===== config.mk =====
export PLATFORM = sky130hd
export DESIGN_NAME = pooling_ctrl
export DESIGN_NICKNAME = d
export VERILOG_FILES = /design/src/rtl/pooling_pkg.sv /design/src/rtl/pooling_index_gen.sv /design/src/rtl/pooling_ctrl.sv
export SDC_FILE = /design/constraint.sdc
export NUM_CORES = 1
export LEC_CHECK = 0
export CAP_MARGIN = 5
export CORE_AREA = 2 2 117 119
export DETAILED_ROUTE_END_ITERATION = 6
export DIE_AREA = 0 0 119 121
export PLACE_DENSITY = 0.77
export REMOVE_ABC_BUFFERS = 1
export SKIP_CTS_REPAIR_TIMING = 1
export SLEW_MARGIN = 10
export SYNTH_ARGS = -nofsm -noshare
export SYNTH_HDL_FRONTEND = slang
export SYNTH_SLANG_ARGS = --single-unit

===== constraint.sdc =====
create_clock -name clk -period 5.8 [get_ports clk]
set_input_delay 1.16 -clock clk [delete_from_list [all_inputs] [get_ports clk]]
set_output_delay 1.16 -clock clk [all_outputs]
set_load 0.02 [all_outputs]

===== src/rtl/pooling_pkg.sv =====
// Shared definitions for the pooling-layer sequencer: FSM state encoding,
// the log2 helper used to size index/address ports, and the float32 -inf word.
package pooling_pkg;

    localparam int DATA_WIDTH = 32;

    localparam logic [31:0] FLOAT32_NEG_INF = 32'hFF80_0000;

    typedef enum logic [2:0] {
        IDLE  = 3'd0,
        FETCH = 3'd1,
        LOAD  = 3'd2,
        ISSUE = 3'd3,
        WAIT  = 3'd4,
        EMIT  = 3'd5,
        DONE  = 3'd6
    } pool_ctrl_state_t;

    // Bits needed to hold values 0..value-1 (never less than one bit).
    function automatic int logb2(input int value);
        int res;
        res = 1;
        for (int i = 1; i < 31; i++) begin
            if (value > (32'sd1 <<< i)) begin
                res = i + 1;
            end
        end
        return res;
    endfunction

endpackage


===== src/rtl/pooling_index_gen.sv =====
// Nested c (outer) / r (middle) / f (inner) counters for the pooling sequencer.
// next_addr is the buffer address of the counter values that will be current
// after this cycle's clear/advance, so the caller can register it on the same
// edge the counters move.
module pooling_index_gen import pooling_pkg::*; #(
    parameter int INPUT_SIZE    = 6,
    parameter int KERNEL_SIZE   = 2,
    parameter int TOTAL_FEATURE = 4
) (
    input  logic                                                        clk,
    input  logic                                                        rst_n,
    input  logic                                                        clear,
    input  logic                                                        advance,
    output logic [logb2(TOTAL_FEATURE)-1:0]                             f,
    output logic [logb2(INPUT_SIZE)-1:0]                                r,
    output logic [logb2(INPUT_SIZE/KERNEL_SIZE)-1:0]                    c,
    output logic                                                        last,
    output logic                                                        emit_row,
    output logic [logb2(TOTAL_FEATURE*INPUT_SIZE*(INPUT_SIZE/KERNEL_SIZE))-1:0] next_addr
);

    localparam int POOL_CELLS = INPUT_SIZE / KERNEL_SIZE;
    localparam int F_W        = logb2(TOTAL_FEATURE);
    localparam int R_W        = logb2(INPUT_SIZE);
    localparam int C_W        = logb2(POOL_CELLS);
    localparam int ADDR_W     = logb2(TOTAL_FEATURE * INPUT_SIZE * POOL_CELLS);

    localparam logic [F_W-1:0] F_MAX = F_W'(TOTAL_FEATURE - 1);
    localparam logic [R_W-1:0] R_MAX = R_W'(INPUT_SIZE - 1);
    localparam logic [C_W-1:0] C_MAX = C_W'(POOL_CELLS - 1);

    logic [F_W-1:0] f_next_s;
    logic [R_W-1:0] r_next_s;
    logic [C_W-1:0] c_next_s;

    // Next counter values: f wraps into r, r wraps into c, all wrap after the last cell.
    always_comb begin
        f_next_s = f;
        r_next_s = r;
        c_next_s = c;
        if (clear) begin
            f_next_s = '0;
            r_next_s = '0;
            c_next_s = '0;
        end else if (advance) begin
            if (f == F_MAX) begin
                f_next_s = '0;
                if (r == R_MAX) begin
                    r_next_s = '0;
                    if (c == C_MAX) begin
                        c_next_s = '0;
                    end else begin
                        c_next_s = c + 1'b1;
                    end
                end else begin
                    r_next_s = r + 1'b1;
                end
            end else begin
                f_next_s = f + 1'b1;
            end
        end else begin
            f_next_s = f;
        end
    end

    assign last      = (f == F_MAX) && (r == R_MAX) && (c == C_MAX);
    assign emit_row  = ((r % R_W'(KERNEL_SIZE)) == R_W'(KERNEL_SIZE - 1));
    assign next_addr = ADDR_W'((32'(f_next_s) * 32'(INPUT_SIZE) + 32'(r_next_s))
                               * 32'(POOL_CELLS) + 32'(c_next_s));

    // Counter state.
    always_ff @(posedge clk or negedge rst_n) begin
        if (!rst_n) begin
            f <= '0;
            r <= '0;
            c <= '0;
        end else begin
            f <= f_next_s;
            r <= r_next_s;
            c <= c_next_s;
        end
    end

endmodule


===== src/rtl/pooling_ctrl.sv =====
// Sequencer for one pooling_kernel: reads window rows from the pooling input
// buffer, issues them to the kernel and forwards each finished max-pool value
// downstream with valid/ready.
// Optional macro POOL_CTRL_PERF_EN adds perf_cycles / perf_stall counters.
module pooling_ctrl import pooling_pkg::*; #(
    parameter int INPUT_SIZE    = 6,
    parameter int KERNEL_SIZE   = 2,
    parameter int TOTAL_FEATURE = 4
) (
    input  logic                                                        clk,
    input  logic                                                        rst_n,
    input  logic                                                        start,
    output logic                                                        busy,
    output logic                                                        done,
    output logic                                                        err,
    output logic                                                        buf_rd_en,
    output logic [logb2(TOTAL_FEATURE*INPUT_SIZE*(INPUT_SIZE/KERNEL_SIZE))-1:0] buf_rd_addr,
    input  logic [KERNEL_SIZE*DATA_WIDTH-1:0]                           buf_rd_data,
    output logic                                                        krn_input_valid,
    output logic [logb2(TOTAL_FEATURE)-1:0]                             krn_feature_idx,
    output logic [logb2(INPUT_SIZE)-1:0]                                krn_feature_row,
    output logic [KERNEL_SIZE*DATA_WIDTH-1:0]                           krn_data_in,
    input  logic                                                        krn_output_valid,
    input  logic [DATA_WIDTH-1:0]                                       krn_data_out,
    output logic                                                        out_valid,
    input  logic                                                        out_ready,
    output logic [DATA_WIDTH-1:0]                                       out_data,
    output logic [logb2(TOTAL_FEATURE)-1:0]                             out_feature,
    output logic [logb2(INPUT_SIZE/KERNEL_SIZE)-1:0]                    out_row,
    output logic [logb2(INPUT_SIZE/KERNEL_SIZE)-1:0]                    out_col
`ifdef POOL_CTRL_PERF_EN
    ,
    output logic [31:0]                                                 perf_cycles,
    output logic [31:0]                                                 perf_stall
`endif
);

    localparam int POOL_CELLS = INPUT_SIZE / KERNEL_SIZE;
    localparam int F_W        = logb2(TOTAL_FEATURE);
    localparam int R_W        = logb2(INPUT_SIZE);
    localparam int C_W        = logb2(POOL_CELLS);
    localparam int ADDR_W     = logb2(TOTAL_FEATURE * INPUT_SIZE * POOL_CELLS);

    pool_ctrl_state_t  state_r;
    logic [F_W-1:0]    f_s;
    logic [R_W-1:0]    r_s;
    logic [C_W-1:0]    c_s;
    logic              last_s;
    logic              emit_row_s;
    logic [ADDR_W-1:0] next_addr_s;
    logic              idx_clear_s;
    logic              idx_advance_s;

    // Counters restart on an accepted start and step after each finished row
    // that is not emitted, or after each accepted output.
    assign idx_clear_s   = (state_r == IDLE) && start;
    assign idx_advance_s = ((state_r == WAIT) && krn_output_valid && !emit_row_s)
                        || ((state_r == EMIT) && out_ready);

    pooling_index_gen #(
        .INPUT_SIZE    (INPUT_SIZE),
        .KERNEL_SIZE   (KERNEL_SIZE),
        .TOTAL_FEATURE (TOTAL_FEATURE)
    ) u_index_gen (
        .clk       (clk),
        .rst_n     (rst_n),
        .clear     (idx_clear_s),
        .advance   (idx_advance_s),
        .f         (f_s),
        .r         (r_s),
        .c         (c_s),
        .last      (last_s),
        .emit_row  (emit_row_s),
        .next_addr (next_addr_s)
    );

    // Main FSM; every output is a flop set on the edge that enters its state.
    always_ff @(posedge clk or negedge rst_n) begin
        if (!rst_n) begin
            state_r         <= IDLE;
            busy            <= 1'b0;
            done            <= 1'b0;
            err             <= 1'b0;
            buf_rd_en       <= 1'b0;
            buf_rd_addr     <= '0;
            krn_input_valid <= 1'b0;
            krn_feature_idx <= '0;
            krn_feature_row <= '0;
            krn_data_in     <= '0;
            out_valid       <= 1'b0;
            out_data        <= '0;
            out_feature     <= '0;
            out_row         <= '0;
            out_col         <= '0;
        end else begin
            buf_rd_en       <= 1'b0;
            krn_input_valid <= 1'b0;
            done            <= 1'b0;
            if (krn_output_valid && (state_r != WAIT)) begin
                err <= 1'b1;
            end
            case (state_r)
                IDLE: begin
                    if (start) begin
                        busy        <= 1'b1;
                        err         <= 1'b0;
                        buf_rd_en   <= 1'b1;
                        buf_rd_addr <= next_addr_s;
                        state_r     <= FETCH;
                    end
                end
                FETCH: begin
                    state_r <= LOAD;
                end
                LOAD: begin
                    krn_data_in     <= buf_rd_data;
                    krn_input_valid <= 1'b1;
                    krn_feature_idx <= f_s;
                    krn_feature_row <= r_s;
                    state_r         <= ISSUE;
                end
                ISSUE: begin
                    state_r <= WAIT;
                end
                WAIT: begin
                    if (krn_output_valid) begin
                        if (emit_row_s) begin
                            out_valid   <= 1'b1;
                            out_data    <= krn_data_out;
                            out_feature <= f_s;
                            out_row     <= C_W'(r_s / R_W'(KERNEL_SIZE));
                            out_col     <= c_s;
                            state_r     <= EMIT;
                        end else begin
                            buf_rd_en   <= 1'b1;
                            buf_rd_addr <= next_addr_s;
                            state_r     <= FETCH;
                        end
                    end
                end
                EMIT: begin
                    if (out_ready) begin
                        out_valid <= 1'b0;
                        if (last_s) begin
                            done    <= 1'b1;
                            state_r <= DONE;
                        end else begin
                            buf_rd_en   <= 1'b1;
                            buf_rd_addr <= next_addr_s;
                            state_r     <= FETCH;
                        end
                    end
                end
                DONE: begin
                    busy    <= 1'b0;
                    state_r <= IDLE;
                end
                default: begin
                    state_r <= IDLE;
                end
            endcase
        end
    end

`ifdef POOL_CTRL_PERF_EN
    // Busy-cycle and output-stall counters; cleared by an accepted start, held after done.
    always_ff @(posedge clk or negedge rst_n) begin
        if (!rst_n) begin
            perf_cycles <= 32'd0;
            perf_stall  <= 32'd0;
        end else if (idx_clear_s) begin
            perf_cycles <= 32'd0;
            perf_stall  <= 32'd0;
        end else begin
            if (busy) begin
                perf_cycles <= perf_cycles + 32'd1;
            end
            if ((state_r == EMIT) && !out_ready) begin
                perf_stall <= perf_stall + 32'd1;
            end
        end
    end
`endif

endmodule

## Word-level counts from Yosys, hierarchy flattened

Cells that the tools add are included.

| storage, ports and cells | value |
|---|---|
| bits of input ports | 101 |
| bits in registers | 130 |

| operators by class | value |
|---|---|
| $mul | 2 |
| reduce and logical (&&, ||, !) cells | 18 |
| mux-type cells | 43 |
| eq/ne operators | 16 |
| add/sub/neg operators | 5 |

Operator list:

| operator | number |
|---|---|
| $mux 7 | 5 |
| $mul 32x2->7 const B | 1 |
| $mux 3 | 9 |
| $pmux 7 s3 | 1 |
| $pmux 3 s6 | 1 |
| $mux 1 | 16 |
| $mux 2 | 8 |
| $eq 3x3->1 const B | 4 |
| $ne 2x2->1 const B | 5 |
| $add 7x2->7 | 1 |
| $logic_and 1x1->1 | 7 |
| $add 5x3->6 | 1 |
| $eq 3x2->1 const B | 2 |
| $reduce_and 3->1 | 2 |
| $reduce_and 6->1 | 1 |
| $add 2x1->2 const B | 2 |
| $eq 2x2->1 const B | 2 |
| $mul 2x2->4 const B | 1 |
| $pmux 1 s2 | 2 |
| $reduce_and 4->1 | 1 |
| $reduce_bool 2->1 | 2 |
| $add 3x1->3 const B | 1 |
| $eq 3x1->1 const B | 1 |
| $logic_not 3->1 | 1 |
| other kinds (7) | 7 |

## Logic depth before layout (Yosys ltp)

| logic depth | value |
|---|---|
| depth in word-level cells | 13 |
| gate-level depth with buffers | 18 |
| gate-level depth less buffers | 17 |

## Cells and area by module

A second synthesis with hierarchy kept.

| second synthesis, totals | value |
|---|---|
| cells, all modules | 391 |
| area total of the unflattened synthesis | 6000.8 um^2 |

Modules (own cells, without submodules):

| module | area each (um^2) | sequential area each (um^2) | cells an instance | times used |
|---|---|---|---|---|
| pooling_ctrl | 5180.0 | 3078.0 | 298 | 1 |
| pooling_index_gen | 820.8 | 175.2 | 93 | 1 |

## Least setup slack after synthesis

OpenSTA, ideal clock, no wires.

| timing | value |
|---|---|
| path kind | input -> register |
| start | input krn_output_valid |
| end | register buf_rd_addr[6] |
| arrival time | 4604 ps |
| slack | 1071 ps |
| stages | 17 |
| buffers on the path | 0 |
| setup time | 125 ps |
| cell sequence | or3b_1 -> a21boi_2 -> mux2i_1 -> nor2_1 -> ha_1 -> ha_1 -> a21o_1 -> nand2_1 -> xnor2_1 -> inv_1 -> ha_1 -> inv_1 -> ha_1 -> nor2b_1 -> a221o_1 -> a211o_1 -> mux2_2 |

| on the way | value |
|---|---|
| cells in the longest elaborated chain, start to end | 12 |
| elaborated cells on any way between the ends | 21 |
| those cells by class | add/sub: 2; mul: 2; eq/ne: 1; mux: 12; reduce/logical: 4 |

Ends and longest elaborated chain:

| element | line | RTL |
|---|---|---|
| start: declaration | pooling_ctrl.sv:23 | `input logic krn_output_valid,` |
| $logic_and 1x1->1 * (2 in a row) | pooling_ctrl.sv:57 | `assign idx_advance_s = ((state_r == WAIT) && krn_output_valid && !emit_row_s)` |
| $logic_or 1x1->1 * | pooling_ctrl.sv:58 | `\|\| ((state_r == EMIT) && out_ready);` |
| $mux 2 * | pooling_index_gen.sv:45 | `end else if (advance) begin` |
| $mux 2 * | pooling_index_gen.sv:41 | `if (clear) begin` |
| net u_index_gen.f_next_s[0] | pooling_index_gen.sv:32 | `logic [F_W-1:0] f_next_s;` |
| $mul 2x2->4 * | pooling_index_gen.sv:68 | `assign next_addr = ADDR_W'((32'(f_next_s) * 32'(INPUT_SIZE) + 32'(r_next_s))` |
| $add 5x3->6 * | pooling_index_gen.sv:68 |  |
| $mul 32x2->7 * | pooling_index_gen.sv:69 | `* 32'(POOL_CELLS) + 32'(c_next_s));` |
| $add 7x2->7 * | pooling_index_gen.sv:69 |  |
| $mux 7, on equally long branches | pooling_ctrl.sv:144, pooling_ctrl.sv:127 |  |
| $mux 7, on equally long branches | pooling_ctrl.sv:142, pooling_ctrl.sv:126 |  |
| $pmux 7 s3 * | pooling_ctrl.sv:102 | `case (state_r)` |
| end signal: assignment | pooling_ctrl.sv:108 | `buf_rd_addr <= next_addr_s;` |
| end signal: assignment | pooling_ctrl.sv:136 | `buf_rd_addr <= next_addr_s;` |
| end signal: assignment | pooling_ctrl.sv:149 | `buf_rd_addr <= next_addr_s;` |
| end: declaration | pooling_ctrl.sv:17 | `output logic [logb2(TOTAL_FEATURE*INPUT_SIZE*(INPUT_SIZE/KERNEL_SIZE))-1:0] buf_rd_addr,` |

Mark *: on every way through the listed nets, which the timed path passes. The rest lies on a longest branch. The select of a mux whose other input is x is not followed.
A chain may end at the register's enable or synchronous reset.

## Final worst setup path

Same ends and word-level chain as after synthesis.

==> flow_metrics.py <==
metrics = {
    "timing": {
        "hold_viol_final": 0,
        "rsz0062_at_grt": "no",
        "drv_slew": 0,
        "setup_viol": 0,
        "totalNegativeSetupSlack_ns": 0,
        "period_minus_slack_ns": 5.10,
        "clock_skew_ns": 0.00606,
        "max_freq_mhz": 196,
        "min_period_over_period_pct": 87.9,
        "tightest_slew_ns": 0.705,
        "relSlewSlack_pct": 53.0,
    },
    "pwr": {
        "power.share.combinational_pct": 41.5,
        "p_leak_nw": 3.82,
        "power.switching_mw": 1.33,
        "power_switching_share_pct": 32.7,
        "p_int_mw": 2.74,
        "vdd_drop_max_mv": 0.186,
        "pwr-share-clk_pct": 25.1,
        "seqPwrFrac_pct": 33.4,
        "p_per_area_nw_per_um2": 483,
    },
    "worst_setup_path": {
        "cp.arrival_ns": 5.40,
        "crit_path_start_kind": "input pin",
        "cp_num_cells": 18,
        "critPathKind": "input pin to flip-flop",
        "critPathSlowestCell": "clkdlybuf4s50_1",
        "crit_path_end_kind": "flip-flop",
        "path_cells": "clkdlybuf4s50_1 > or3b_1 > a21boi_2 > mux2i_1 > nor2_1 > ha_1 > ha_1 > a21o_1 > nand2_1 > xnor2_1 > inv_1 > ha_1 > inv_1 > ha_1 > nor2b_1 > a221o_1 > a211o_1 > mux2_2",
        "critPathBufInv": 3,
        "critPathRequiredTime_ns": 6.10,
        "worstPathMaxFanout": 4,
        "path_common_cell": "ha_1",
        "ff2ff_path_depth": 17,
        "worst_path_dominant_cell_family": "adder cells",
        "max_stage_delay_ns": 0.54,
    },
    "final_layout": {
        "drive_gt1_share_pct": 25.2,
        "fin_nets": 724,
        "post-route-cell-area_sq_um": 8430,
        "area_delta_synth_final_pct": 53.3,
        "mostFrequentLayoutCells": "clkdlybuf4s50_1, dfrtp_1, mux2_2, clkbuf_16, ha_1",
        "final_common_cell": "clkdlybuf4s50_1",
        "fillCellCount": 971,
        "diodes": 0,
    },
    "routing": {
        "finalWirelength_um": 13200,
        "drt-pass1-iter-count": 4,
        "drc": 0,
        "wl_per_cell_um": 16.7,
        "dr.first_iter.drc_count": 151,
        "postRouteAntennaNets": 0,
        "viasPerCell": 4.84,
        "via_count": 3840,
    },
    "synthesis": {
        "syn_avg_cell_area_sq_um": 14.6,
        "yosys_warnings": 0,
        "synth_area_sq_um": 5500,
        "synth_edf_count": 0,
        "ys_ff_latch": 130,
        "synth.distinct_cells": 44,
        "ys.flop_type": "dfrtp_1",
        "synth_cells": 378,
        "synth.yosys.seq_area_share_pct": 59.1,
        "async_flop_share_pct": 100,
    },
    "global_routing": {
        "grt_use_met1_pct": 20.9,
        "gr-usage-met2_pct": 33.4,
        "grt_pass1_vias": 4094,
        "overflow": 0,
        "grt_start_max_net_pins": 78,
        "grt_util_met3_pct": 6.63,
        "grt_antenna_before_repair": 0,
        "track_usage_pct": 19.2,
        "grt.busiest_layer": "met2",
        "grt_pass1_wl_um": 21200,
    },
    "floorplanning": {
        "rows": 42,
        "core_sq_um": 13100,
        "initial_core_util_pct": 42.1,
        "io_pins": 221,
        "die_x_um": 119,
        "die_area_sq_um": 14400,
        "die_h_um": 121,
    },
    "clock_network": {
        "clock-sinks": 130,
        "htree_levels": 4,
        "tritoncts.num_buffers": 17,
        "root_buffer": "clkbuf_16",
        "insertion_delay_ns": 0.41,
        "cts_max_path_buffers": 2,
        "path_clk_slew_ns": 0.05,
        "cts_tree": "built",
    },
    "run_status": {
        "status": "complete, no violations",
    },
    "placement": {
        "place_hpwl_um": 9590,
        "io_buffers": 220,
        "placed_area_sq_um": 7860,
        "gp_congestion": 0.834,
    },
    "hold_path": {
        "min_path_type": "flip-flop to flip-flop",
        "hold_depth": 1,
    },
    "flow_run": {
        "drv_cap": 0,
    },
}
flip-flops by register name, indices dropped and copies added (netlist names):
name and cells:
krn_data_in 64, out_data 32, buf_rd_addr 7, krn_feature_row 3, state_r 3, u_index_gen.r 3
krn_feature_idx 2, out_col 2, out_feature 2, out_row 2, u_index_gen.c 2, u_index_gen.f 2
buf_rd_en 1, busy 1, done 1, err 1, krn_input_valid 1, out_valid 1
power groups by stage:
| stage | clock network (mW) | logic [mW] | registers, mW |
|---|---|---|---|
| final | 1.02 | 1.69 | 1.36 |
| after detailed placement | 0 | 1.70 | 1.38 |
| after CTS | 1.05 | 1.71 | 1.36 |
| after global routing | 1.09 | 1.80 | 1.40 |
| after global placement | 0 | 1.67 | 1.36 |
| after floorplan | 0 | 0.606 | 1.69 |
path summary, 6_finish.rpt:
path                             startpoint               to  slack, ns
setup / recovery           krn_output_valid   buf_rd_addr[6]       0.70
hold / removal                 out_data[11]     out_data[11]       0.50
setup reg to reg                 state_r[0]   buf_rd_addr[6]       1.50
hold reg to reg                out_data[11]     out_data[11]       0.50
max in group asynchronous             rst_n  krn_data_in[50]       3.87
min in group asynchronous             rst_n   krn_data_in[3]       0.78
per-stage QoR:
step | util, % | setup WS (ns) | hold WS (ns) | std cells | power (mW)
3_3_place_gp | 60.1 | 0.414 | 0.486 | 762 | 3.03
5_1_grt | 64.4 | 0.467 | 0.515 | 794 | 4.30
4_1_cts | 64.4 | 0.710 | 0.504 | 794 | 4.12
6_report | 64.4 | 0.702 | 0.501 | 794 | 4.07
2_1_floorplan | - | 1.04 | 0.524 | 362 | 2.30
3_5_place_dp | 60.1 | 0.325 | 0.492 | 762 | 3.08
metal layers:
layer / vias up / share of wire (%)
li1: 1807 / -
met1: 1876 / 38
met2: 137 / 52
met3: 20 / 7.2
met4: 0 / 2.7
met5: - / 0
cells in the mapped netlist, types with 3 or more instances:
library cell	instances	area [sq um]
nor2_1	13	48.8
ha_1	15	188
a21oi_1	10	50.1
nand2_1	7	26.3
nor3_1	3	15.0
xnor2_1	3	26.3
nor2b_1	3	18.8
mux2_2	114	1280
a21o_1	5	37.5
inv_1	14	52.6
fa_1	3	60.1
buf_2	11	55.1
dfrtp_1	130	3250
mux2i_1	3	30.0
o21ai_0	7	35.0
cells by family after synthesis:
group / after synthesis / synth area share [%]
adders and majority gates: 18 / 4.50
muxes: 117 / 23.9
DFF: 130 / 59.1
xor gates and xnor gates: 4 / 0.637
AOI/OAI and AO/OA: 34 / 4.25
and+or+nand+nor: 45 / 4.91
buffers and inverters: 30 / 2.71
cell type report:
cell class                      instances  area [sq um]  share of cell area (%)
Multi-Input combinational cell        218          2100                    24.9
Sequential cell                       130          3250                    38.6
Timing Repair Buffer                  224          2230                    26.5
Inverter                               14          52.6                   0.623
Clock inverter                         11           111                    1.32
Clock buffer                           21           460                    5.46
Tap cell                              176           220                    2.61
Note: power is estimated with default switching activity, not from simulation.
